## config.mk

```make
export PLATFORM = sky130hd
export DESIGN_NAME = spi_cmd_slave
export DESIGN_NICKNAME = d
export VERILOG_FILES = /design/src/rtl/msxbus_pkg.sv /design/src/rtl/spi_sync_edge.sv /design/src/rtl/spi_cmd_slave.sv
export SDC_FILE = /design/constraint.sdc
export NUM_CORES = 1
export LEC_CHECK = 0
export CAP_MARGIN = 20
export CORE_MARGIN = 3
export CORE_UTILIZATION = 40
export CTS_CLUSTER_SIZE = 20
export DETAILED_ROUTE_END_ITERATION = 10
export SYNTH_ARGS = -nofsm -noshare
export SYNTH_HDL_FRONTEND = slang
export SYNTH_HIERARCHICAL = 1
export SYNTH_SLANG_ARGS = --single-unit
```

## constraint.sdc

```tcl
create_clock -name clk -period 2.2 [get_ports clk]
set_clock_uncertainty 0.1 [all_clocks]
set_input_delay 0.55 -clock clk [delete_from_list [all_inputs] [get_ports clk]]
set_output_delay 0.55 -clock clk [all_outputs]
set_load 0.05 [all_outputs]
```

## src/rtl/msxbus_pkg.sv

```systemverilog
// Shared definitions for the MSX slot bridge: command bit positions,
// SPI front-end state encoding and the idle byte returned on miso.
package msxbus_pkg;

    localparam int CMD_RW  = 7;
    localparam int CMD_MEM = 6;
    localparam int CMD_SLT = 5;

    localparam logic [7:0] SPI_IDLE_BYTE = 8'hFF;

    typedef enum logic [2:0] {
        IDLE,
        CMD,
        ADDR_H,
        ADDR_L,
        WDATA,
        TURN,
        RDATA,
        DRAIN
    } spi_state_t;

endpackage

```

## src/rtl/spi_sync_edge.sv

```systemverilog
// N-stage synchroniser with single-clk rise/fall pulses derived from
// the last two synchronised samples.
module spi_sync_edge #(
    parameter int   STAGES  = 2,
    parameter logic RST_VAL = 1'b0
) (
    input  logic clk,
    input  logic reset,
    input  logic d,
    output logic q,
    output logic rise,
    output logic fall
);

    logic [STAGES-1:0] sync;
    logic              prev;

    always_ff @(posedge clk or negedge reset) begin
        if (!reset) begin
            sync <= {STAGES{RST_VAL}};
            prev <= RST_VAL;
        end else begin
            sync <= {sync[STAGES-2:0], d};
            prev <= sync[STAGES-1];
        end
    end

    assign q    = sync[STAGES-1];
    assign rise = q & ~prev;
    assign fall = ~q & prev;

endmodule

```

## src/rtl/spi_cmd_slave.sv

```systemverilog
// SPI mode-0 slave: deframes cmd/addr/wdata into a parallel request for the
// bus-cycle engine and returns the read byte on miso.
module spi_cmd_slave
    import msxbus_pkg::*;
#(
    parameter int SYNC_STAGES = 2,
    parameter int TURN_BYTES  = 1
) (
    input  logic        clk,
    input  logic        reset,
    input  logic        sclk,
    input  logic        mosi,
    output logic        miso,
    input  logic        scs,
    output logic [7:0]  cmd,
    output logic [15:0] addr,
    output logic [7:0]  wdata,
    output logic        req,
    input  logic [7:0]  rdata,
    input  logic        rdata_valid,
    output logic        busy,
    output logic        err
);

    localparam logic [1:0] TURN_LAST = 2'(TURN_BYTES - 1);

    logic sclk_q_unused, sclk_rise, sclk_fall;
    logic mosi_q, mosi_rise_unused, mosi_fall_unused;
    logic scs_q, scs_rise, scs_fall;

    spi_sync_edge #(.STAGES(SYNC_STAGES), .RST_VAL(1'b0)) u_sclk (
        .clk(clk), .reset(reset), .d(sclk),
        .q(sclk_q_unused), .rise(sclk_rise), .fall(sclk_fall)
    );
    spi_sync_edge #(.STAGES(SYNC_STAGES), .RST_VAL(1'b0)) u_mosi (
        .clk(clk), .reset(reset), .d(mosi),
        .q(mosi_q), .rise(mosi_rise_unused), .fall(mosi_fall_unused)
    );
    spi_sync_edge #(.STAGES(SYNC_STAGES), .RST_VAL(1'b1)) u_scs (
        .clk(clk), .reset(reset), .d(scs),
        .q(scs_q), .rise(scs_rise), .fall(scs_fall)
    );

    spi_state_t  state;
    logic [2:0]  bitcnt;
    logic [6:0]  shreg;
    logic [1:0]  turn_cnt;
    logic [7:0]  cmd_s, wdata_s, rbuf;
    logic [15:0] addr_s;
    logic [6:0]  txsh;
    logic        rbuf_ok, rd_arm, req_pend, req_done;
    logic [7:0]  byte_in, tx_byte;
    logic        byte_end;

    assign byte_in  = {shreg, mosi_q};
    assign byte_end = sclk_rise && (bitcnt == 3'd7);
    assign tx_byte  = rbuf_ok ? rbuf : SPI_IDLE_BYTE;

    always_ff @(posedge clk or negedge reset) begin
        if (!reset) begin
            state    <= IDLE;
            bitcnt   <= 3'd0;
            shreg    <= 7'd0;
            turn_cnt <= 2'd0;
            cmd_s    <= 8'd0;
            addr_s   <= 16'd0;
            wdata_s  <= 8'd0;
            cmd      <= 8'd0;
            addr     <= 16'd0;
            wdata    <= 8'd0;
            rbuf     <= SPI_IDLE_BYTE;
            rbuf_ok  <= 1'b0;
            rd_arm   <= 1'b0;
            txsh     <= 7'h7F;
            req_pend <= 1'b0;
            req_done <= 1'b0;
            req      <= 1'b0;
            err      <= 1'b0;
            busy     <= 1'b0;
            miso     <= 1'b1;
        end else begin
            req      <= req_pend;
            req_pend <= 1'b0;
            err      <= 1'b0;
            // Outputs move only together with req so an aborted frame leaves them intact.
            if (req_pend) begin
                cmd  <= cmd_s;
                addr <= addr_s;
                if (cmd_s[CMD_RW]) wdata <= wdata_s;
            end
            if (rd_arm && rdata_valid && !scs_q) begin
                rbuf    <= rdata;
                rbuf_ok <= 1'b1;
            end
            if (state == IDLE) begin
                rbuf_ok  <= 1'b0;
                req_done <= 1'b0;
            end

            if (scs_q) begin
                if (scs_rise) begin
                    busy <= 1'b0;
                    err  <= !req_done && (bitcnt != 3'd0 || (state != IDLE && state != CMD));
                end
                state  <= IDLE;
                bitcnt <= 3'd0;
                rd_arm <= 1'b0;
                miso   <= 1'b1;
            end else if (state == IDLE) begin
                if (scs_fall) begin
                    state <= CMD;
                    busy  <= 1'b1;
                end
            end else begin
                if (sclk_rise) begin
                    shreg  <= byte_in[6:0];
                    bitcnt <= bitcnt + 3'd1;
                end
                if (byte_end) begin
                    unique case (state)
                        CMD:    begin cmd_s <= byte_in; state <= ADDR_H; end
                        ADDR_H: begin addr_s[15:8] <= byte_in; state <= ADDR_L; end
                        ADDR_L: begin
                            addr_s[7:0] <= byte_in;
                            if (cmd_s[CMD_RW]) begin
                                state <= WDATA;
                            end else begin
                                req_pend <= 1'b1;
                                req_done <= 1'b1;
                                rd_arm   <= 1'b1;
                                turn_cnt <= 2'd0;
                                state    <= TURN;
                            end
                        end
                        WDATA: begin
                            wdata_s  <= byte_in;
                            req_pend <= 1'b1;
                            req_done <= 1'b1;
                            state    <= DRAIN;
                        end
                        TURN: begin
                            if (turn_cnt == TURN_LAST) begin
                                rd_arm <= 1'b0;
                                txsh   <= tx_byte[6:0];
                                miso   <= tx_byte[7];
                                err    <= !rbuf_ok;
                                state  <= RDATA;
                            end else begin
                                turn_cnt <= turn_cnt + 2'd1;
                            end
                        end
                        RDATA: begin
                            miso  <= 1'b1;
                            state <= DRAIN;
                        end
                        default: ;
                    endcase
                end
                // The trailing fall of the last TURN bit lands with bitcnt==0 and must not shift.
                if (sclk_fall && state == RDATA && bitcnt != 3'd0) begin
                    miso <= txsh[6];
                    txsh <= {txsh[5:0], 1'b1};
                end
            end
        end
    end

endmodule

```

==> Word level (Yosys, flattened, before mapping) <==
Index checks and enable logic that the tools add are counted.
{ "word_totals": {"reg_bits": 110, "inputBits": 14, "output_inout_bits": 36, "wordCells": 150} }
{ "classes": {"addsub": 2, "n_eq_ne": 17, "n_mux": 53, "bitwise_logic": 9, "reduce_logical": 43} }
{ "op_table": {"columns": ["cell", "n"], "rows": [
  ["$mux W1", 32],
  ["$mux W7", 4],
  ["$mux W3", 8],
  ["$reduce_and A4 Y1", 6],
  ["$reduce_bool A2 Y1", 9],
  ["$pmux W3 S5", 1],
  ["$reduce_bool A3 Y1", 5],
  ["$eq A3 B3 Y1 const B", 4],
  ["$reduce_and A5 Y1", 2],
  ["$ne A3 B2 Y1 const B", 3],
  ["$mux W8", 1],
  ["$ne A4 B3 Y1 const B", 2],
  ["$pmux W1 S2", 4],
  ["$logic_and A1 B1 Y1", 7],
  ["$reduce_bool A7 Y1", 1],
  ["$eq A3 B2 Y1 const B", 2],
  ["$ne A2 B2 Y1 const B", 3],
  ["$reduce_and A3 Y1", 2],
  ["$reduce_and A6 Y1", 1],
  ["$not A1 Y1", 5],
  ["$and A1 B1 Y1", 4],
  ["$mux W2", 2],
  ["$pmux W2 S2", 1],
  ["$reduce_and A2 Y1", 2],
  ["other kinds (11)", 13]
]} }

==> Longest topological paths before layout <==
{ "depth": {"ltp_word": 7, "ltp_mapped": 6, "mapped_depth_nobuf": 6} }

==> By module <==
The synthesis kept the hierarchy.
{ "modules_own_cells": {"columns": ["module", "instances", "cells_per_inst", "area_each_um2"], "rows": [
  ["spi_cmd_slave", 1, 297, 4226.6],
  ["spi_sync_edge (u_mosi ...)", 2, 5, 90.1],
  ["spi_sync_edge (u_scs)", 1, 5, 93.8]
]} }

==> Worst setup path before layout <==
Ideal clock, no wire load.
{ "synth_timing": {"path_kind": "register to register", "startpoint": "register u_sclk.prev", "endpoint": "register addr_s[0]", "t_arrival_ns": 1.732, "required_time_ns": 1.975, "setup_slack_ns": 0.243, "stages_incl_launch_ff": 5, "synth_period_minus_slack_ns": 1.957, "path_cell_list": "dfrtp_1 -> nor2b_1 -> nand2_1 -> nor4_2 -> mux2_2"} }
{ "synth_via": {"elab_chain_len": 4} }
{ "synth_lines": {"columns": ["item", "line", "source"], "rows": [
  ["start, declared", "spi_sync_edge.sv:16", "logic prev;"],
  ["start signal, assigned", "spi_sync_edge.sv:24", "prev <= sync[STAGES-1];"],
  ["$not A1 Y1", "spi_sync_edge.sv:29", "assign rise = q & ~prev;"],
  ["$and A1 B1 Y1", "spi_sync_edge.sv:29", null],
  ["net sclk_rise", "spi_cmd_slave.sv:27", "logic sclk_q_unused, sclk_rise, sclk_fall;"],
  ["$logic_and A1 B1 Y1", "spi_cmd_slave.sv:56", "assign byte_end = sclk_rise && (bitcnt == 3'd7);"],
  ["$reduce_and A4 Y1 (no source line)", null, null],
  ["end signal, assigned", "spi_cmd_slave.sv:124", "addr_s[7:0] <= byte_in;"],
  ["end, declared", "spi_cmd_slave.sv:49", "logic [15:0] addr_s;"]
]} }
The timed path passes the listed nets, and every way through them passes these cells.
A chain may end at the register's enable or synchronous reset.

==> Final worst setup path <==
{ "layout_timing": {"startpoint": "register err", "endpoint": "output err"} }
{ "layout_rtl": {"columns": ["item", "line", "source"], "rows": [
  ["start, declared", "spi_cmd_slave.sv:22", "output logic err"],
  ["start signal, assigned", "spi_cmd_slave.sv:103", "err <= !req_done && (bitcnt != 3'd0 || (state != IDLE && state != CMD));"],
  ["start signal, assigned", "spi_cmd_slave.sv:146", "err <= !rbuf_ok;"]
]} }
No word-level cell between the ends.

==> results.sh <==
export IMPL_outcome="finished clean"
export IMPL_finalNetCount=392
export IMPL_core_region_area_sq_um=10600
export IMPL_ctsRootBufferMaster="sky130_fd_sc_hd__clkbuf_8"
export IMPL_seq_power_share=0.632
export IMPL_post_synth_cell_area_avg_sq_um=14.44
export IMPL_grt_max_degree=73
export IMPL_grt_setup_unrepaired="no"
export IMPL_number_of_clock_sinks_seen_by_cts=110
export IMPL_drt_drc_violations_left=0
export IMPL_row_count=37
export IMPL_bufs_on_longest_clock_path=2
export IMPL_grt_pass1_vias=2744
export IMPL_drtIter0Drc=60
export IMPL_timing_critical_path_slowest_stage_cell="sky130_fd_sc_hd__clkdlybuf4s50_1"
export IMPL_finalWeightedCongestion=0.7437
export IMPL_setup_tns_ps=0
export IMPL_cell_internal_pwr_uw=2518
export IMPL_detailed_placement_wirelength_estimate_microns=5605
export IMPL_cpPeakStageDelay_ps=790
export IMPL_finalWorstPathRequiredPeriod_ps=2137
export IMPL_cp_data_required_time_ps=1550
export IMPL_pwr_share_clk=0.329
export IMPL_util_after_layout=0.5009
export IMPL_switching_power_uw=768.8
export IMPL_report_final_setup_viol=0
export IMPL_max_cap_violations=0
export IMPL_period_share=0.9714
export IMPL_final_hold_viol_count=0
export IMPL_insertion_delay_ps=360
export IMPL_start_util=0.4207
export IMPL_boundaryPins=50
export IMPL_wire_per_inst_microns=15.88
export IMPL_antenna_violation_net_count_after_detailed_routing=0
export IMPL_areaGrowthSynthToFinish_pct=19.05
export IMPL_crit_type="reg -> out"
export IMPL_pwr_cell_area_nw_per_um2=619.0
export IMPL_total_clock_buffers_created_by_cts=9
export IMPL_vias_per_cell=4.951
export IMPL_crit_arrival_ps=1490
export IMPL_antenna_found_initial=0
export IMPL_postSynthNetCount=327
export IMPL_cts_tree="built"
export IMPL_routed_wl_microns=8162
export IMPL_crit_path_end_kind="primary output"
export IMPL_timing_hold_worst_class="in -> async"
export IMPL_die_y_microns=111.6
export IMPL_clkSlewWorstSetupHoldPaths_ps=100
export IMPL_net_switching_fraction_of_the_power=0.2339
export IMPL_yosys_warnings=6
export IMPL_full_die_area_sq_um=12450
export IMPL_post_cts_hold_buffer_count=0
export IMPL_critPathBufInv=1
export IMPL_worst_ir_drop_vdd_mv=0.3120
export IMPL_drtPass1Iterations=4
export IMPL_timing_final_max_slew_violations=0
export IMPL_crit_path_cell_trace="clkdlybuf4s50_1"
export IMPL_dieWidth_microns=111.6
export IMPL_final_layout_size_suffix_gt1_frac=0.4286
export IMPL_timing_critical_path_max_delay_family="buffers and inverters"
export IMPL_vias=2545
export IMPL_post_cts_buffers=0
export IMPL_timing_worst_slew_pin_value_ps=526.1
export IMPL_max_slew_margin_rel=0.6493
export IMPL_power_leakage_uw=0.002644
export IMPL_synthesis_area_sq_um=4461
export IMPL_cp_max_fo=1
export IMPL_diodes=0
export IMPL_grt_overflow_total=0
export IMPL_syn_inst=309
export IMPL_start_kind="flip-flop"
export IMPL_achievable_frequency_mhz=467.9
export IMPL_grt_util_all_layers=0.1390
export IMPL_io_buffer_count=49
export IMPL_combinational_share_of_power=0.040
export IMPL_grt_first_pass_wirelength_microns=13880
export IMPL_h_tree_depth=3
final cells by class:
class	instances	area (sq um)
Clock inverter	4	32.53
Tap cell	136	170.2
Sequential cell	110	2776
Multi-Input combinational cell	178	1608
Inverter	12	45.04
Clock buffer	11	131.4
Fill cell	968	5291
Timing Repair Buffer	63	546.8
metrics by stage:
stage,cell area (sq um),hold slack [ps],instances,total power (uW),setup slack [ps]
CTS,5293,99.97,514,3346,4.173
floorplan,4461,154.4,309,2151,243.0
global placement,5142,233.7,499,2248,165.2
global route,5310,99.40,514,3444,4.811
detailed placement,5142,234.7,499,2250,80.45
finish,5310,81.02,514,3287,62.99
placed cells by master, fill, tap and decap left out, drive strengths merged, types with 5 or more instances in the layout:
cell type and n:
nand3 5, mux2 84, nand2b 8, nand2 10
a21oi 8, clkdlybuf4s50 13, inv 14, mux2i 10
nor2 8, dfrtp 91, buf 36, clkbuf 11
dlygate4sd2 11, dfstp 19
power by group through the flow:
stage               combinational [uW]  clock, uW  sequential, uW
CTS                                134       1130            2080
detailed placement                 133          0            2120
global placement                   132          0            2120
floorplan                         40.0          0            2110
finish                             130       1080            2080
global route                       146       1220            2080
routing by layer:
layer,vias to the layer above,GRT usage,part of all wire
li1,1217,-,-
met1,1282,0.1894,0.48
met2,35,0.2216,0.48
met3,11,0.03315,0.028
met4,0,0.04380,0.010
met5,-,0,0
sequential cells by signal, indices dropped and copies added (netlist names), 2 cells and up:
name / flops
addr: 16
addr_s: 16
cmd: 8
cmd_s: 8
rbuf: 8
wdata: 8
wdata_s: 8
shreg: 7
txsh: 7
bitcnt: 3
state: 3
turn_cnt: 2
u_mosi/sync: 2
u_sclk/sync: 2
u_scs/sync: 2
what timing repair did:
item,CTS,global route
endpoints found under the setup margin,11,21
endpoints found under the hold margin,0,0
gates resized for setup,11,6
path summary, 6_finish.rpt:
| check | end | cells past startpoint | from | slack (ps) |
|---|---|---|---|---|
| max | err | 1 | err | 60 |
| min | u_sclk/sync[1] | 2 | reset | 80 |
| max reg2reg | txsh[6] | 7 | turn_cnt[0] | 230 |
| min reg2reg | u_scs/sync[1] | 0 | u_scs/sync[0] | 250 |
| max in group asynchronous | u_scs/sync[0] | 2 | reset | 1500 |
| min in group clk | u_scs/sync[1] | 0 | u_scs/sync[0] | 250 |
Note: power is estimated with default switching activity, not from simulation.
